==> src/rtl/dmem_arbiter_pkg.sv <==
// Shared types and constants for the data-memory arbiter and the MEM-stage MMIO decode.
// Latency: n/a (declarations only).
// Backpressure: n/a.
package dmem_arbiter_pkg;

    // Arbiter FSM: IDLE selects the owner each cycle, ACK returns the DBG completion pulse.
    typedef enum logic {
        S_IDLE = 1'b0,
        S_ACK  = 1'b1
    } arb_state_t;

    // LED/SW register address; accesses here are MMIO and never reach data memory.
    localparam logic [31:0] MMIO_ADDR = 32'hFFFF_FFFF;

endpackage

==> src/rtl/dmem_arb_wait_cnt.sv <==
// Saturating count of consecutive cycles a DBG request lost arbitration to the CPU.
// Latency: count updates on the clock edge; sat_o is a decode of the registered count.
// Backpressure: none; clear has priority over increment.
// Ports: clk/nReset, clr_i (restart count), inc_i (one more blocked cycle),
//        sat_o (count has reached MAX_WAIT).
// Only built when DMEM_ARB_STARVE_EN is defined.
`ifdef DMEM_ARB_STARVE_EN
module dmem_arb_wait_cnt #(
    parameter int MAX_WAIT = 4
) (
    input  logic clk,
    input  logic nReset,
    input  logic clr_i,
    input  logic inc_i,
    output logic sat_o
);

    localparam int CW = (MAX_WAIT < 1) ? 1 : $clog2(MAX_WAIT + 1);
    localparam logic [CW-1:0] SAT_VAL = CW'(MAX_WAIT);

    logic [CW-1:0] cnt_q, cnt_d;

    assign sat_o = (cnt_q == SAT_VAL);

    always_comb begin
        cnt_d = cnt_q;
        if (clr_i) begin
            cnt_d = '0;
        end else if (inc_i && !sat_o) begin
            cnt_d = cnt_q + CW'(1);
        end
    end

    always_ff @(posedge clk or negedge nReset) begin
        if (!nReset) begin
            cnt_q <= '0;
        end else begin
            cnt_q <= cnt_d;
        end
    end

endmodule
`endif

==> src/rtl/dmem_arbiter.sv <==
// Shares the single-port data memory between the MEM stage (CPU) and a debug/boot-load port (DBG).
// Latency: CPU zero added latency (combinational mux); DBG ack and read data one cycle after grant.
// Backpressure: DBG waits on dbg_req until dbg_ack; CPU stalled only in a forced DBG slot.
// Ports: clk/nReset; cpu_* MEM-stage request and load data plus cpu_stall;
//        dbg_* request/ack port with registered read data; mem_* to the data memory.
// Config: DMEM_ARB_STARVE_EN enables the starvation guard (forced DBG slot after MAX_WAIT
//         blocked cycles); without it DBG is served only in cycles the CPU leaves memory idle.
module dmem_arbiter
    import dmem_arbiter_pkg::*;
#(
    parameter int DATA_WIDTH = 32,
    parameter int ADDR_WIDTH = 10,
    parameter int MAX_WAIT   = 4
) (
    input  logic                  clk,
    input  logic                  nReset,
    input  logic                  cpu_R_En,
    input  logic                  cpu_W_En,
    input  logic [31:0]           cpu_addr,
    input  logic [DATA_WIDTH-1:0] cpu_wdata,
    output logic [DATA_WIDTH-1:0] cpu_rdata,
    output logic                  cpu_stall,
    input  logic                  dbg_req,
    input  logic                  dbg_we,
    input  logic [ADDR_WIDTH-1:0] dbg_addr,
    input  logic [DATA_WIDTH-1:0] dbg_wdata,
    output logic [DATA_WIDTH-1:0] dbg_rdata,
    output logic                  dbg_ack,
    output logic                  mem_R_En,
    output logic                  mem_W_En,
    output logic [ADDR_WIDTH-1:0] mem_addr,
    output logic [DATA_WIDTH-1:0] mem_wdata,
    input  logic [DATA_WIDTH-1:0] mem_rdata
);

    arb_state_t            state_q, state_d;
    logic                  dbg_ack_q, dbg_ack_d;
    logic [DATA_WIDTH-1:0] dbg_rdata_q, dbg_rdata_d;

    logic cpu_mem_req;
    logic in_idle;
    logic force_slot;
    logic dbg_grant;

    // The MMIO address is decoded by the MEM stage itself, so it must not occupy memory.
    assign cpu_mem_req = (cpu_R_En || cpu_W_En) && (cpu_addr != MMIO_ADDR);
    assign in_idle     = (state_q == S_IDLE);
    assign dbg_grant   = in_idle && dbg_req && (!cpu_mem_req || force_slot);

`ifdef DMEM_ARB_STARVE_EN
    logic wait_sat;
    logic wait_clr;
    logic wait_inc;

    // Counter only moves in IDLE; in ACK it holds the zero written at grant time.
    assign force_slot = in_idle && dbg_req && wait_sat;
    assign wait_clr   = in_idle && (!dbg_req || dbg_grant);
    assign wait_inc   = in_idle && dbg_req && cpu_mem_req && !force_slot;

    dmem_arb_wait_cnt #(
        .MAX_WAIT (MAX_WAIT)
    ) u_wait_cnt (
        .clk    (clk),
        .nReset (nReset),
        .clr_i  (wait_clr),
        .inc_i  (wait_inc),
        .sat_o  (wait_sat)
    );

    // A grant while the CPU also wants memory can only be a forced slot; the CPU
    // access is dropped this cycle and the frozen pipeline reissues it next cycle.
    assign cpu_stall = dbg_grant && cpu_mem_req;
`else
    assign force_slot = 1'b0;
    assign cpu_stall  = 1'b0;
`endif

    // Memory port mux. Address/data follow the CPU when nobody is granted; the
    // enables are what keep memory untouched in that case.
    always_comb begin
        mem_R_En  = 1'b0;
        mem_W_En  = 1'b0;
        mem_addr  = cpu_addr[ADDR_WIDTH-1:0];
        mem_wdata = cpu_wdata;
        if (dbg_grant) begin
            mem_R_En  = !dbg_we;
            mem_W_En  = dbg_we;
            mem_addr  = dbg_addr;
            mem_wdata = dbg_wdata;
        end else if (cpu_mem_req) begin
            mem_R_En  = cpu_R_En;
            mem_W_En  = cpu_W_En;
        end
    end

    assign cpu_rdata = mem_rdata;

    always_comb begin
        state_d     = state_q;
        dbg_ack_d   = 1'b0;
        dbg_rdata_d = dbg_rdata_q;
        case (state_q)
            S_IDLE: begin
                if (dbg_grant) begin
                    state_d   = S_ACK;
                    dbg_ack_d = 1'b1;
                    if (!dbg_we) begin
                        dbg_rdata_d = mem_rdata;
                    end
                end
            end
            // dbg_req is ignored here so a held request cannot be granted back-to-back.
            S_ACK:   state_d = S_IDLE;
            default: state_d = S_IDLE;
        endcase
    end

    always_ff @(posedge clk or negedge nReset) begin
        if (!nReset) begin
            state_q     <= S_IDLE;
            dbg_ack_q   <= 1'b0;
            dbg_rdata_q <= '0;
        end else begin
            state_q     <= state_d;
            dbg_ack_q   <= dbg_ack_d;
            dbg_rdata_q <= dbg_rdata_d;
        end
    end

    assign dbg_ack   = dbg_ack_q;
    assign dbg_rdata = dbg_rdata_q;

endmodule

==> config.mk <==
export PLATFORM = sky130hd
export DESIGN_NAME = dmem_arbiter
export DESIGN_NICKNAME = d
export VERILOG_FILES = /design/src/rtl/dmem_arbiter_pkg.sv /design/src/rtl/dmem_arb_wait_cnt.sv /design/src/rtl/dmem_arbiter.sv
export SDC_FILE = /design/constraint.sdc
export NUM_CORES = 1
export LEC_CHECK = 0
export ABC_AREA = 1
export ABC_CLOCK_PERIOD_IN_PS = 2970
export BUFFER_PORTS_ARGS = -buffer_cell sky130_fd_sc_hd__buf_2
export CAP_MARGIN = 30
export CORE_AREA = 2 2 97 99
export CTS_BUF_LIST = sky130_fd_sc_hd__clkbuf_4
export CTS_CLUSTER_DIAMETER = 30
export DETAILED_ROUTE_END_ITERATION = 8
export DIE_AREA = 0 0 99 101
export SLEW_MARGIN = 20
export SYNTH_ARGS = -nofsm -noshare
export SYNTH_HDL_FRONTEND = slang
export SYNTH_SLANG_ARGS = --single-unit
==> constraint.sdc <==
create_clock -name clk -period 2.97 [get_ports clk]
set_input_delay 0.297 -clock clk [delete_from_list [all_inputs] [get_ports clk]]
set_output_delay 0.297 -clock clk [all_outputs]
set_load 0.005 [all_outputs]
==> metrics.yaml, run 1 <==
pwr:
  p_total_w: 0.00130
  p_int_w: 0.000857
  p_leak_nw: 2.21
  swShare: 0.341
  pwr-share-seq: 0.450
  power_frac_comb: 0.361
  power.density_nw_per_um2: 379
  peakVddDrop_mv: 0.150
  clkPwrFrac: 0.189
  p_switching_w: 0.000443
critical_path:
  critical_path_arrival_ns: 1.82
  crit_required_ns: 2.67
  start_kind: "flop"
  end_kind: "primary output"
  worstSetupPathType: "reg2out"
  cp_max_fo: 43
grt:
  grt_max_degree: 44
  grt_pass1_vias: 2667
  grt_overflow: 0
  grt_pass1_wl_microns: 13300
  track_usage: 0.168
  grt_antenna_before_repair: 0
detailed_routing:
  via_per_inst: 4.25
  wire_per_inst_microns: 12.8
  drtPass1Iterations: 4
  route.detailed.drc: 0
  final_antenna_net_count: 0
  vias: 2869
  routed_wirelength_microns: 8670
  drtIter0Drc: 81
final_layout:
  register_area_sq_um: 826
  drive_gt1_frac: 0.480
  diodes: 0
  multi_input_area_sq_um: 1090
  syn2layout_area_growth_pct: 49.2
  fillers: 976
  nNetsFinal: 707
die:
  core_sq_um: 8980
  die_h_microns: 101
  floorplan.initialDensity: 0.256
  fp.dieArea_sq_um: 10000
  die_w_microns: 99
  pin_count: 254
  fp-row-count: 35
sta:
  timing.hold.ws_ns: 0.0173
  rsz0062_at_grt: "no"
  worst_slew_pin_slew_ns: 0.743
  fin_ws_ns: 0.858
  fin_crit_ns: 2.11
  hold_violations: 0
  fmax_mhz: 473
  relSlewSlack: 0.505
  fin_skew_ns: 0.0131
  finalSetupViolCount: 0
  timing.setup.tns_ns: 0
  slew_viol_final: 0
  fin_crit_sh: 0.711
cts:
  clock_latency_ns: 0.33
  clock-sinks: 33
  cts_setup_buffers: 0
  post_cts_resized: 0
  cts_tree: "yes"
  h-tree-depth: 2
  cts_made_buffers: 5
  cts_hold_buf: 0
  clock-root-buffer: "clkbuf_4"
  path_clk_slew_ns: 0.12
  cts_max_path_buffers: 2
synthesis:
  ys_ff_latch: 33
  ys_warn_count: 0
  synth.avg_cell_area_sq_um: 6.53
  ys_seq_area_frac: 0.359
  synth_area_sq_um: 2300
  syn_nets: 496
  yosys.cell_types.count: 16
  synth_cells: 352
placement:
  dpl_worst_slack_ns: 0.922
  hpwl_microns: 7110
  gp_congestion: 0.846
  io_buffers: 252
outcome:
  outcome: "finished clean"
min_path:
  worstHoldPathType: "in2async"
flow_run:
  cap_viol_max_count: 0
-- layout make-up --
cell class / count / area share
Sequential cell: 33 / 0.241
Clock buffer: 5 / 0.0110
Inverter: 3 / 0.00402
Tap cell: 111 / 0.0405
Multi-Input combinational cell: 263 / 0.319
Timing Repair Buffer: 257 / 0.379
Clock inverter: 3 / 0.00511
-- sequential cells by signal (all words and copies together) (netlist names) --
| signal | flops |
|---|---|
| dbg_ack | 1 |
| dbg_rdata | 32 |
-- placed cells by master (no fill, tap or decap), drive strengths merged --
cell type | Yosys | layout
or2 | 1 | 1
o21ai | 1 | 1
dfrtp | 33 | 33
nand4 | 32 | 32
nand3 | 1 | 1
buf | 47 | 257
clkinvlp | 0 | 1
inv | 2 | 2
nor2 | 11 | 11
conb | 1 | 1
clkbuf | 6 | 5
clkinv | 1 | 3
nand2 | 216 | 216
-- critical path, stage by stage (launching register included) --
cell and delay, ns:
dfrtp_1 0.42, nor2_2 0.29, nand2_4 0.09, inv_4 0.32, nand2_1 0.15, nand2_1 0.08
buf_2 0.11
-- Yosys cell counts --
cell type  number  area, sq um
buf_4          33          248
or2_2           1         6.26
buf_2          10         50.1
inv_1           1         3.75
nand2_1       214          803
conb_1          1         3.75
nand4_1        32          200
clkbuf_1        6         22.5
nand3_2         1         10.0
nor2_1         11         41.3
inv_4           1         6.26
clkinv_1        1         3.75
dfrtp_1        33          826
nand2_4         2         22.5
o21ai_0         1         5.00
buf_6           4         45.0
-- metal layers --
| metal | vias up | GRT usage | part of all wire |
|---|---|---|---|
| met5 | - | 0 | 0 |
| met4 | 0 | 0.0527 | 0.019 |
| met3 | 8 | 0.0437 | 0.082 |
| met2 | 143 | 0.299 | 0.51 |
| met1 | 1227 | 0.197 | 0.39 |
| li1 | 1491 | - | - |
-- power groups by stage --
stage / Sequential, W / Clock (W) / Combinational (W)
after floorplan: 0.000600 / 0 / 0.000198
after CTS: 0.000586 / 0.000260 / 0.000481
final: 0.000585 / 0.000246 / 0.000469
after global routing: 0.000597 / 0.000282 / 0.000536
after global placement: 0.000593 / 0 / 0.000471
after detailed placement: 0.000594 / 0 / 0.000479
-- kinds of logic (layout without fill, tap and decap cells) --
kind of cell | after synthesis | in the layout | share of synthesized area
and+or+nand+nor | 261 | 261 | 0.472
AOI/OAI and AO/OA | 1 | 1 | 0.00218
buffers and inverters | 56 | 268 | 0.165
DFF | 33 | 33 | 0.359
other | 1 | 1 | 0.00163
-- per-stage QoR --
step / area (sq um) / cells / utilization
2_1_floorplan: 2300 / 352 / -
3_3_place_gp: 3370 / 667 / 0.376
3_5_place_dp: 3370 / 667 / 0.376
4_1_cts: 3430 / 675 / 0.382
5_1_grt: 3430 / 675 / 0.382
6_report: 3430 / 675 / 0.382
-- worst paths after layout --
check / endpoint / from / slack (ns) / cells past startpoint
setup / recovery: mem_wdata[29] / dbg_ack / 0.86 / 6
hold / removal: dbg_rdata[15] / nReset / 0.02 / 1
setup reg to reg: dbg_rdata[15] / dbg_ack / 1.56 / 4
hold reg to reg: dbg_rdata[28] / dbg_rdata[28] / 0.48 / 2
max in group asynchronous: dbg_rdata[24] / nReset / 2.48 / 1
min in group clk: dbg_rdata[19] / mem_rdata[19] / 0.22 / 3
Note: power is estimated with default switching activity, not from simulation.
==> inputs of run 2 (changes only) <==
--- a/config.mk
+++ b/config.mk
@@ -6,14 +6,14 @@
 export NUM_CORES = 1
 export LEC_CHECK = 0
 export ABC_AREA = 1
-export ABC_CLOCK_PERIOD_IN_PS = 2970
+export ABC_CLOCK_PERIOD_IN_PS = 1900
 export BUFFER_PORTS_ARGS = -buffer_cell sky130_fd_sc_hd__buf_2
 export CAP_MARGIN = 30
-export CORE_AREA = 2 2 97 99
+export CORE_AREA = 2 2 99 101
 export CTS_BUF_LIST = sky130_fd_sc_hd__clkbuf_4
 export CTS_CLUSTER_DIAMETER = 30
 export DETAILED_ROUTE_END_ITERATION = 8
-export DIE_AREA = 0 0 99 101
+export DIE_AREA = 0 0 101 103
 export SLEW_MARGIN = 20
 export SYNTH_ARGS = -nofsm -noshare
 export SYNTH_HDL_FRONTEND = slang
==> constraint.sdc (replaced) <==
create_clock -name clk -period 1.9 [get_ports clk]
set_input_delay 0.19 -clock clk [delete_from_list [all_inputs] [get_ports clk]]
set_output_delay 0.19 -clock clk [all_outputs]
set_load 0.005 [all_outputs]
==> run 2 against run 1 <==
Net effect:
- worst setup slack worse by 0.73 ns
- die area grew 4.0%
- non-clock buffer count rose by 4
- combinational power increased by 56%
- wire length fell by 6.7%
- flip-flop and latch count unchanged
- utilization down 1.5 points
==> metrics.yaml, run 2 (same netlist as run 1, synthesis figures left out) <==
die:
  core_sq_um: 9460  # +5.4%
  fp.dieArea_sq_um: 10400  # +4.0%
  floorplan.initialDensity: 0.243  # -0.0130
  fp-row-count: 36  # +2.9%
  die_w_microns: 101  # +2.0%
  pin_count: 254  # unchanged
  die_h_microns: 103  # +2.0%
detailed_routing:
  drtIter0Drc: 87  # +7.4%
  drtPass1Iterations: 4  # unchanged
  wire_per_inst_microns: 11.9  # -7.7%
  route.detailed.drc: 0  # unchanged
  final_antenna_net_count: 0  # unchanged
  vias: 2973  # +3.6%
  routed_wirelength_microns: 8090  # -6.7%
  via_per_inst: 4.36  # +2.6%
grt:
  grt_pass1_wl_microns: 12400  # -6.8%
  grt_antenna_before_repair: 0  # unchanged
  track_usage: 0.148  # -0.0196
  grt_max_degree: 44  # unchanged
  grt_pass1_vias: 2683  # +0.60%
  grt_overflow: 0  # unchanged
cts:
  path_clk_slew_ns: 0.11  # about the same
  h-tree-depth: 2  # unchanged
  clock_latency_ns: 0.33  # about the same
  cts_made_buffers: 5  # unchanged
  clock-root-buffer: "clkbuf_4"
  cts_tree: "yes"
  clock-sinks: 33  # unchanged
  cts_setup_buffers: 0  # unchanged
  cts_max_path_buffers: 2  # unchanged
critical_path:
  worstSetupPathType: "reg2out"
  end_kind: "primary output"
  cp_max_fo: 42  # -2.3%
  crit_required_ns: 1.71  # -0.96 ns
  cpPeakStageDelay_ns: 0.40  # -0.02 ns
  critical_path_arrival_ns: 1.58  # -0.24 ns
  crit_chain: "nor2_2 -> nand2_4 -> buf_6 -> o21ai_0 -> buf_2"
  slowest_stage: "dfrtp_1"
  start_kind: "flop"
  rrSetupSlack_ns: 0.53  # -1.03 ns
placement:
  io_buffers: 252  # unchanged
  dp.cells: 673  # +0.90%
  gp_congestion: 0.913  # +7.9%
  dpl_worst_slack_ns: 0.0888  # -0.834 ns
  hpwl_microns: 6640  # -6.5%
final_layout:
  drive_gt1_frac: 0.484  # +0.00366
  stdcell_count: 682  # +1.0%
  largest_reg_flops: 32  # unchanged
  diodes: 0  # unchanged
  final_cell_mix: "buf_2, nand2_1, dfrtp_1, nand4_1, nor2_1"
  utilization: 0.367  # -0.0147
  final_common_cell: "buf_2"
  syn2layout_area_growth_pct: 51.1
  nNetsFinal: 711  # +0.57%
sta:
  hold_violations: 0  # unchanged
  rsz0062_at_grt: "no"
  fmax_mhz: 566
  relSlewSlack: 0.506  # +0.000997
  worst_slew_pin_slew_ns: 0.741  # -0.00150 ns
  fin_ws_ns: 0.133  # -0.725 ns
  fin_crit_ns: 1.77
  fin_crit_sh: 0.930
  fin_skew_ns: 0.0119  # -0.00112 ns
  finalSetupViolCount: 0  # unchanged
  timing.setup.tns_ns: 0  # unchanged
  slew_viol_final: 0  # unchanged
pwr:
  p_switching_w: 0.000685  # +55%
  pwr-share-seq: 0.448  # -0.002
  p_int_w: 0.00135  # +57%
  p_leak_nw: 2.23  # +0.85%
  clkPwrFrac: 0.192  # +0.003
  power_frac_comb: 0.360  # about the same
  peakVddDrop_mv: 0.214  # +43%
  swShare: 0.337  # -0.00345
  power.density_nw_per_um2: 585  # +54%
min_path:
  worstHoldPathType: "in2reg"
flow_run:
  cap_viol_max_count: 0  # unchanged
outcome:
  outcome: "finished clean"
## run 2: changes by cell type in the layout (fill, tap and decap cells not counted)
cell	delta
nor2_1	-1
dlygate4sd3_1	+1
nor2_2	+1
buf_4	+2
inv_4	-1
inv_6	+1
buf_6	+1
## run 2: worst max-delay path: cells and delay by family (launching register included)
| kind | cells | cell delay, ns |
|---|---|---|
| buf+inv | 2 | 0.35 |
| flops | 1 | 0.40 |
| compound gates | 1 | 0.19 |
| simple gates | 2 | 0.29 |
## run 2: path summary, 6_finish.rpt
check / start / to / cells past startpoint
max: dbg_ack / mem_W_En / 5
min: mem_rdata[16] / dbg_rdata[16] / 3
max reg2reg: dbg_ack / dbg_rdata[2] / 6
min reg2reg: dbg_rdata[21] / dbg_rdata[21] / 2
max in group asynchronous: nReset / dbg_rdata[10] / 2
min in group asynchronous: nReset / dbg_rdata[30] / 2
## run 2: area by class of cell
class,count,area [sq um]
sequential,33,826
multi-input combinational,263,1100
fill,1029,5990
clock inverter,3,17.5
clock buffer,5,37.5
tap,114,143
inverter,3,16.3
timing repair buffer,261,1340
## run 2: power by group through the flow
| stage | registers [W] | clock network (W) | logic (W) |
|---|---|---|---|
| floorplan | 0.000937 | 0 | 0.000310 |
| global placement | 0.000920 | 0 | 0.000731 |
| detailed placement | 0.000925 | 0 | 0.000740 |
| CTS | 0.000911 | 0.000417 | 0.000742 |
| global route | 0.000926 | 0.000443 | 0.000837 |
| finish | 0.000910 | 0.000390 | 0.000730 |
## run 2: metal layers
layer | up-vias | share of wire | GRT usage
li1 | 1501 | - | -
met1 | 1294 | 0.39 | 0.178
met2 | 161 | 0.50 | 0.261
met3 | 17 | 0.088 | 0.0325
met4 | 0 | 0.022 | 0.0561
met5 | - | 0 | 0
## run 2: stage by stage
step	total power, W	area, sq um	hold WS [ns]
3_3_place_gp	0.00165	3400	0.302
5_1_grt	0.00221	3470	0.0957
3_5_place_dp	0.00167	3400	0.302
4_1_cts	0.00207	3460	0.0890
2_1_floorplan	0.00125	2300	-0.106
6_report	0.00203	3470	0.114
## run 2: what timing repair did
action	4_1_cts	5_1_grt
hold endpoints to repair	33	0
gates resized for setup	0	3
endpoints found under the setup margin	0	43
hold buffers	1	0
==> inputs of run 3 (changes only) <==
--- a/config.mk
+++ b/config.mk
@@ -7,13 +7,14 @@
 export LEC_CHECK = 0
 export ABC_AREA = 1
 export ABC_CLOCK_PERIOD_IN_PS = 1900
-export BUFFER_PORTS_ARGS = -buffer_cell sky130_fd_sc_hd__buf_2
+export BUFFER_PORTS_ARGS = -buffer_cell sky130_fd_sc_hd__buf_4
 export CAP_MARGIN = 30
 export CORE_AREA = 2 2 99 101
 export CTS_BUF_LIST = sky130_fd_sc_hd__clkbuf_4
 export CTS_CLUSTER_DIAMETER = 30
 export DETAILED_ROUTE_END_ITERATION = 8
 export DIE_AREA = 0 0 101 103
+export GPL_TIMING_DRIVEN = 0
 export SLEW_MARGIN = 20
 export SYNTH_ARGS = -nofsm -noshare
 export SYNTH_HDL_FRONTEND = slang
==> run 3 against run 2 <==
Net effect:
- non-clock buffer count rose by 48
- combinational power rose by 41%
- final cell count rose by 7.0%
- clock skew fell by 0.0038 ns
- flip-flop and latch count did not move
- critical path depth rose by 1
- power rose by 15%
==> metrics.yaml, run 3 (same netlist as run 1, synthesis figures left out) <==
flow_run:
  cap_viol_max_count: 0  # unchanged
die:
  fp-row-count: 36  # unchanged
  floorplan.initialDensity: 0.243  # unchanged
  die_w_microns: 101  # unchanged
  pin_count: 254  # unchanged
  fp.dieArea_sq_um: 10400  # unchanged
  core_sq_um: 9460  # unchanged
  die_h_microns: 103  # unchanged
min_path:
  hold-path-endpoint: "dbg_rdata[2]"
  worstHoldPathType: "in2reg"
  hold_start: "mem_rdata[2]"
  holdPathStages: 3  # unchanged
grt:
  grt_overflow: 0  # unchanged
  grt_pass1_wl_microns: 13800  # +11%
  grt_pass1_vias: 2939  # +9.5%
  grt_antenna_before_repair: 0  # unchanged
  track_usage: 0.166  # +0.0175
  grt_max_degree: 34  # -23%
placement:
  gp_congestion: 0.818  # -10%
  io_buffers: 252  # unchanged
  dpl_worst_slack_ns: 0.0986  # +0.00978 ns
  hpwl_microns: 7670  # +15%
sta:
  finalSetupViolCount: 0  # unchanged
  timing.setup.tns_ns: 0  # unchanged
  fin_skew_ns: 0.00814  # -0.00379 ns
  rsz0062_at_grt: "no"
  fin_ws_ns: 0.160  # +0.0277 ns
  fin_crit_sh: 0.916  # -0.0146
  fmax_mhz: 575  # +1.6%
  fin_crit_ns: 1.74  # -0.0277 ns
  slew_viol_final: 0  # unchanged
  hold_violations: 0  # unchanged
final_layout:
  fillers: 976  # -5.2%
  drive_gt1_frac: 0.513  # +0.0288
  syn2layout_area_growth_pct: 93.2
  utilization: 0.469  # +0.102
  largest_reg_flops: 32  # unchanged
  final_common_cell: "buf_4"
  diodes: 0  # unchanged
  nNetsFinal: 759  # +6.8%
  final_cell_mix: "buf_4, nand2_1, dfrtp_1, nand4_1"
outcome:
  outcome: "finished clean"
critical_path:
  r2r-start: "dbg_ack"
  worst-r2r-cell-count: 6  # unchanged
  reg2reg_to: "dbg_rdata[23]"
  critical_path_arrival_ns: 1.55  # -0.03 ns
  end_kind: "primary output"
  crit_required_ns: 1.71  # about the same
  start_kind: "flop"
  rrSetupSlack_ns: 0.44  # -0.09 ns
  worstSetupPathType: "reg2out"
  cp_max_fo: 10  # -76%
pwr:
  peakVddDrop_mv: 0.228  # +6.3%
  p_leak_nw: 2.64  # +19%
  power.density_nw_per_um2: 528  # -9.7%
cts:
  path_clk_slew_ns: 0.11  # about the same
  h-tree-depth: 2  # unchanged
  cts_tree: "yes"
  clock-sinks: 33  # unchanged
  cts_max_path_buffers: 2  # unchanged
  clock-root-buffer: "clkbuf_4"
  clock_latency_ns: 0.32  # about the same
  cts_made_buffers: 5  # unchanged
detailed_routing:
  via_per_inst: 4.29  # -1.7%
  final_antenna_net_count: 0  # unchanged
  drtIter0Drc: 65  # -25%
  route.detailed.drc: 0  # unchanged
  wire_per_inst_microns: 12.6  # +6.1%
  drtPass1Iterations: 4  # unchanged
  routed_wirelength_microns: 9180  # +14%
  vias: 3129  # +5.2%
## run 3: cell count changes in the layout (fill, tap and decap cells not counted), moves of 2 or more
cell and change:
clkbuf_1 +6, buf_2 -242, buf_6 +3, buf_4 +280, nor2_2 -2
## run 3: through the flow
stage,cell area [sq um],instances,hold WS (ns),total power [W]
6_report,4440,730,0.121,0.00234
5_1_grt,4440,730,0.113,0.00251
4_1_cts,4400,727,0.102,0.00236
3_5_place_dp,4330,718,0.164,0.00196
3_3_place_gp,4330,718,0.159,0.00194
2_1_floorplan,2300,352,-0.106,0.00125
## run 3: report_power, final
part	internal, W	switching [W]	leakage (nW)
clock network	0.000155	0.000241	0.0354
registers	0.000840	0.0000753	0.416
logic	0.000628	0.000403	2.19
## run 3: cell type report
cell class	instances	area, sq um	area share
inverter	3	13.8	0.00310
clock inverter	2	10.0	0.00225
multi-input combinational	263	1100	0.248
timing repair buffer	256	1940	0.436
clock buffer	6	45.0	0.0101
tap	114	143	0.0321
sequential	33	826	0.186
buffer	53	365	0.0823
## run 3: worst max-delay path, stage by stage, from the launching register on
cell and delay, ns:
dfrtp_1 0.42, nor2_4 0.15, buf_12 0.12, nand3_2 0.12, buf_2 0.22, nand2_1 0.08
buf_4 0.10
## run 3: worst max-delay path by stage
stage	startpoint	end	slack, ns	cells after the start
floorplan	dbg_ack	mem_addr[0]	0.50	6
global placement	dbg_ack	mem_addr[0]	0.09	7
detailed placement	dbg_ack	mem_wdata[29]	0.1	7
CTS	dbg_ack	mem_addr[1]	0.04	7
global route	cpu_addr[0]	mem_addr[1]	0.03	13
finish	dbg_ack	mem_R_En	0.16	6
## run 3: timing repair
item,in CTS,in global routing
pin swaps,0,1
setup endpoints to repair,44,34
hold buffers,1,0
setup buffers,0,3
resized for setup,2,0
hold endpoints to repair,33,0
## run 3: per-layer routing
metal,GRT usage,share of wire,vias to the layer above
met5,0,0,-
met4,0.0499,0.018,0
li1,-,-,1597
met1,0.197,0.40,1363
met2,0.303,0.51,155
met3,0.0325,0.074,14
